File: config.mk
export PLATFORM = sky130hd
export DESIGN_NAME = delay_line_prog_flat
export DESIGN_NICKNAME = d
export VERILOG_FILES = /design/src/rtl/delay_line_prog_if.sv /design/src/rtl/delay_line_prog.sv /design/src/flat_wrapper.sv
export SDC_FILE = /design/constraint.sdc
export NUM_CORES = 1
export LEC_CHECK = 0
export ABC_AREA = 1
export CORE_ASPECT_RATIO = 1.2
export CORE_UTILIZATION = 50
export CTS_BUF_LIST = sky130_fd_sc_hd__clkbuf_16
export DETAILED_ROUTE_END_ITERATION = 8
export PLACE_DENSITY = 0.74
export SKIP_LAST_GASP = 1
export SYNTH_ARGS = -nofsm -noshare
export SYNTH_HDL_FRONTEND = slang
export SYNTH_SLANG_ARGS = --single-unit
export TNS_END_PERCENT = 10
File: constraint.sdc
create_clock -name clk_i -period 1.26 [get_ports clk_i]
set_input_delay 0.252 -clock clk_i [delete_from_list [all_inputs] [get_ports clk_i]]
set_output_delay 0.252 -clock clk_i [all_outputs]
set_load 0.03 [all_outputs]
File: src/rtl/delay_line_prog_if.sv
// Producer/consumer bundle for the programmable delay line.
// The master side drives the sample, its qualifier and the controls; the slave side returns the delayed tap.
interface delay_line_prog_if #(
  parameter int WIDTH   = 8,
  parameter int DELAY_W = 3
);
  logic               en_i;
  logic               flush_i;
  logic [DELAY_W-1:0] delay_i;
  logic [WIDTH-1:0]   data_i;
  logic               valid_i;
  logic [WIDTH-1:0]   data_o;
  logic               valid_o;

  modport master (
    output en_i, flush_i, delay_i, data_i, valid_i,
    input  data_o, valid_o
  );

  modport slave (
    input  en_i, flush_i, delay_i, data_i, valid_i,
    output data_o, valid_o
  );
endinterface

File: src/rtl/delay_line_prog.sv
// Runtime-programmable delay line: a MAX_DELAY-deep {valid, data} shift chain with a saturating output tap.
// Tap 0 is a combinational bypass; moving the tap never disturbs the stored stages.
module delay_line_prog #(
  parameter int               WIDTH     = 8,
  parameter int               MAX_DELAY = 4,
  parameter logic [WIDTH-1:0] RESET_VAL = '0
) (
  input logic              clk_i,
  input logic              rst_i,
  delay_line_prog_if.slave bus
);
  localparam int DW = $clog2(MAX_DELAY + 1);

  logic [WIDTH-1:0]     data_q  [1:MAX_DELAY];
  logic [WIDTH-1:0]     data_d  [1:MAX_DELAY];
  logic [MAX_DELAY:1]   valid_q;
  logic [MAX_DELAY:1]   valid_d;
  logic [DW-1:0]        tap_sel;

  always_comb begin
    data_d  = data_q;
    valid_d = valid_q;
    if (bus.flush_i) begin
      for (int k = 1; k <= MAX_DELAY; k++) begin
        data_d[k] = RESET_VAL;
      end
      valid_d = '0;
    end else if (bus.en_i) begin
      data_d[1]  = bus.data_i;
      valid_d[1] = bus.valid_i;
      for (int k = 2; k <= MAX_DELAY; k++) begin
        data_d[k]  = data_q[k-1];
        valid_d[k] = valid_q[k-1];
      end
    end
  end

  always_ff @(posedge clk_i) begin
    if (rst_i) begin
      for (int k = 1; k <= MAX_DELAY; k++) begin
        data_q[k] <= RESET_VAL;
      end
      valid_q <= '0;
    end else begin
      data_q  <= data_d;
      valid_q <= valid_d;
    end
  end

  // Out-of-range selects saturate to the deepest stage so the tap can never index past the chain.
  always_comb begin
    tap_sel = bus.delay_i;
    if (bus.delay_i > DW'(MAX_DELAY)) begin
      tap_sel = DW'(MAX_DELAY);
    end
    bus.data_o  = bus.data_i;
    bus.valid_o = bus.valid_i;
    for (int k = 1; k <= MAX_DELAY; k++) begin
      if (tap_sel == DW'(k)) begin
        bus.data_o  = data_q[k];
        bus.valid_o = valid_q[k];
      end
    end
  end
endmodule

File: src/flat_wrapper.sv
// flat-port wrapper written by rule: the top's interface ports become plain ports
module delay_line_prog_flat 
#(
  parameter int               WIDTH     = 8,
  parameter int               MAX_DELAY = 4,
  parameter logic [WIDTH-1:0] RESET_VAL = '0
)
  (clk_i, rst_i, bus_en_i, bus_flush_i, bus_delay_i, bus_data_i, bus_valid_i, bus_data_o, bus_valid_o);
  delay_line_prog_if #(.WIDTH(WIDTH), .DELAY_W(3)) bus_i ();
  input logic clk_i;
  input logic rst_i;
  input wire logic [$bits(bus_i.en_i)-1:0] bus_en_i;
  input wire logic [$bits(bus_i.flush_i)-1:0] bus_flush_i;
  input wire logic [$bits(bus_i.delay_i)-1:0] bus_delay_i;
  input wire logic [$bits(bus_i.data_i)-1:0] bus_data_i;
  input wire logic [$bits(bus_i.valid_i)-1:0] bus_valid_i;
  output wire logic [$bits(bus_i.data_o)-1:0] bus_data_o;
  output wire logic [$bits(bus_i.valid_o)-1:0] bus_valid_o;
  assign bus_i.en_i = bus_en_i;
  assign bus_i.flush_i = bus_flush_i;
  assign bus_i.delay_i = bus_delay_i;
  assign bus_i.data_i = bus_data_i;
  assign bus_i.valid_i = bus_valid_i;
  assign bus_data_o = bus_i.data_o;
  assign bus_valid_o = bus_i.valid_o;
  delay_line_prog #(.WIDTH(WIDTH), .MAX_DELAY(MAX_DELAY), .RESET_VAL(RESET_VAL)) u_core (.clk_i(clk_i), .rst_i(rst_i), .bus(bus_i));
endmodule
==> key figures <==
Routing
  • Drt via density: 5.679
  • Total Wirelength: 5569 um
  • Via Count: around 2000
  • First DRT Iteration DRCs: ~150
  • DRC: 0
  • Antenna viol nets, final: 0
  • First-pass iteration count of the detailed router: 8
  • Per-cell routed wire length: ~16 um

Setup path
  • Worst path cell trace: nand4_1, nand3_2, nand2_2, a21oi_4, buf_6
  • Critical Path End Type: output pin
  • CP startpoint kind: flop
  • RR Startpoint: u_core.data_q[30]
  • Crit Path Max Fanout: 2
  • Top delay family on crit path: flip-flops
  • Arr. time, crit path: roughly 1200 ps
  • WS Path Type: flop to output pin
  • Buf+Inv Stages, Crit Path: 1
  • Critical Path Source: u_core.data_q[29]
  • WP data required: 1010 ps
  • CP peak stage delay: about 340 ps
  • CP max stage cell: dfxtp_2

Synthesis
  • Synth Area in XOR/XNOR: 0%
  • Top-count cell post-synth: nand2_1
  • Synth Flop Type: dfxtp_1
  • Synth cell count leaders: nand2_1 (85), dfxtp_1 (36), a21oi_1 (33)
  • Fraction of registers with async set/reset: 0%
  • Synth Area in Compound Gates: 19.20%
  • Top cell type by total area after synthesis: dfxtp_1
  • Synth warn: 0
  • EDFF count, synth: 0
  • Cell variety after synth: 22
  • Area contributors post-synth: dfxtp_1 (41%), nand2_1 (18%), a21oi_1 (9.3%)
  • Syn nets: about 270
  • Largest family of logic cells by synthesized area: simple AND/OR/NAND/NOR gates
  • Synth Register Bits: 36
  • Post-synthesis simple-gate area fraction: around a third
  • Netlist Area Pre-Place: between 1500 and 2000 sq um
  • Mapped Cells: 249
  • Avg Inst Size Synth: 7.120 sq um
  • Multiplexer share of the synthesized area: 0%
  • Share of the synthesized area in the top cell type: approximately two fifths
  • Synth Area in Adders: 0%
  • Post-synthesis sequential area ratio: a little over 40%

Timing
  • Final worst path period share: 115.3%
  • Slew @ Worst Pin: 280.1 ps
  • Upper clock frequency limit: 688.1 MHz
  • Final Setup Violations: 9
  • Worst clock skew: 10.96 ps
  • Fin worst setup slack: -193.3 ps
  • Final Hold Fails: 0
  • Max-slew violation count: 0
  • Worst slew margin: 81.33%
  • Min Tclk post-route: about 1500 ps
  • Sum Neg Setup Slack: -1381 ps
  • RSZ-0062 raised after global routing: true

Clocking
  • Clock sink count: 36
  • Clk root buf: clkbuf_16
  • Total CTS buffers: 5
  • Worst-skew pair later-pin latency: 290 ps
  • CTS tree: yes
  • Worst-path clk slew: ~60 ps
  • H-tree depth: 2
  • Clock Path Buffers: 2

GRT
  • Initial antenna violation count: 0
  • GRT Total Usage: between 30% and 40%
  • Vias in the first global route: 1878
  • Pin count of the biggest net entering global routing: 31
  • Grt ovf: 0
  • First-pass GRT wire length: approximately 8800 um

Run
  • Max-Cap Viols: 0

Power
  • Power Density: ~1200 nW/um^2
  • Max VDD drop: 1541 uV
  • Power after layout: 3.202 mW
  • Cell leakage power: 1.126 nW

Floorplan
  • Full die area: 3789 sq um
  • Initial Utilization: ~53%
  • FP Rows: 23
  • Core ar.: around 3400 sq um
  • Height of the die: around 67 um
  • IO Pins: 25
  • Die W: 56.36 um

Outcome
  • Status: finished with violations
  • Failing checks: setup timing

Layout
  • Ant. Diodes: 0
  • Nets: between 300 and 400
  • Area Growth Syn to Fin: 56.67%
  • Share of layout cells above drive strength 1: a little over two fifths

Placement
  • Gpl congestion: 0.8224
  • Hpwl dp: approximately 2800 um
  • IO buf count: 24

Worst hold path
  • Hold WC Path Type: primary input to flop
  • Min-delay src: bus_data_i[1]
-- cell type report --
class	instances	area, sq um
fill	196	589.3
timing repair buffer	62	628.1
sequential	36	737.0
multi-input combinational	192	1150
inverter	8	52.55
clock buffer	5	125.1
clock inverter	3	38.79
tap	37	46.29
-- sequential cells by signal, indices dropped and copies added, names as in the netlist --
register	flops
u_core.data_q	32
u_core.valid_q	4
-- worst reg2reg max path, stage by stage (launching register included) --
cell	delay [ps]
dfxtp_2	320
buf_4	120
buf_4	120
nand2_1	70
a21oi_1	70
-- repair_timing --
item	4_1_cts	5_1_grt
endpoints found under the hold margin	0	0
setup endpoints to repair	9	10
setup buffers	13	2
resized for setup	97	7
pin swaps	28	8
cloned	3	0
hold buffers	0	0
-- path summary, 6_finish.rpt --
path                        to  slack (ps)  cells after the start
max              bus_data_o[5]        -190                      5
min          u_core.data_q[25]         380                      3
max reg2reg  u_core.data_q[22]         430                      4
min reg2reg   u_core.data_q[4]         460                      2
-- cells by family (layout without fill, tap and decap cells) --
logic type / count (synthesis) / after routing
AO/OA/AOI/OAI: 54 / 54
buffers and inverters: 23 / 78
AND/OR/NAND/NOR: 136 / 138
flip-flops: 36 / 36
-- where the power goes --
group	leakage, nW	total [mW]	switching, mW	internal, mW
logic	0.743	0.619	0.348	0.271
registers	0.297	1.17	0.0102	1.16
clock network	0.0850	1.42	0.494	0.923
total	1.13	3.20	0.852	2.35
-- layout by cell type, fill, tap and decap left out, types with 3 or more instances in the layout --
cell	netlist	layout
a21oi_2	16	8
nor2_1	28	14
dlygate4sd2_1	0	9
a211oi_1	4	4
dfxtp_2	0	13
nor2_4	0	4
nor2_2	0	10
clkdlybuf4s50_1	0	3
nand3_2	0	7
buf_12	1	4
clkbuf_16	0	5
buf_6	0	17
dfxtp_1	36	23
inv_1	3	3
nand4_1	9	9
nand2_1	85	73
a21oi_1	33	33
buf_4	1	26
nand2_2	1	12
a21oi_4	0	8
-- per-stage QoR --
stage	hold WS (ps)	utilization (%)	instance area, sq um	setup slack, ps	std cells
floorplan	400.3	-	1838	7.188	249
global placement	449.3	65.89	2218	-662.3	317
detailed placement	452.1	65.89	2218	-689.2	317
CTS	372.1	81.61	2748	-134.9	341
global route	402.0	82.50	2778	-224.3	343
finish	380.2	82.50	2778	-193.3	343
-- per-layer routing --
metal	global-route usage, %	routed length, um
met1	34.99	2205
met2	54.61	2873
met3	6.705	244
met4	17.38	245
met5	0	0
(Power assumes the default switching activity.)
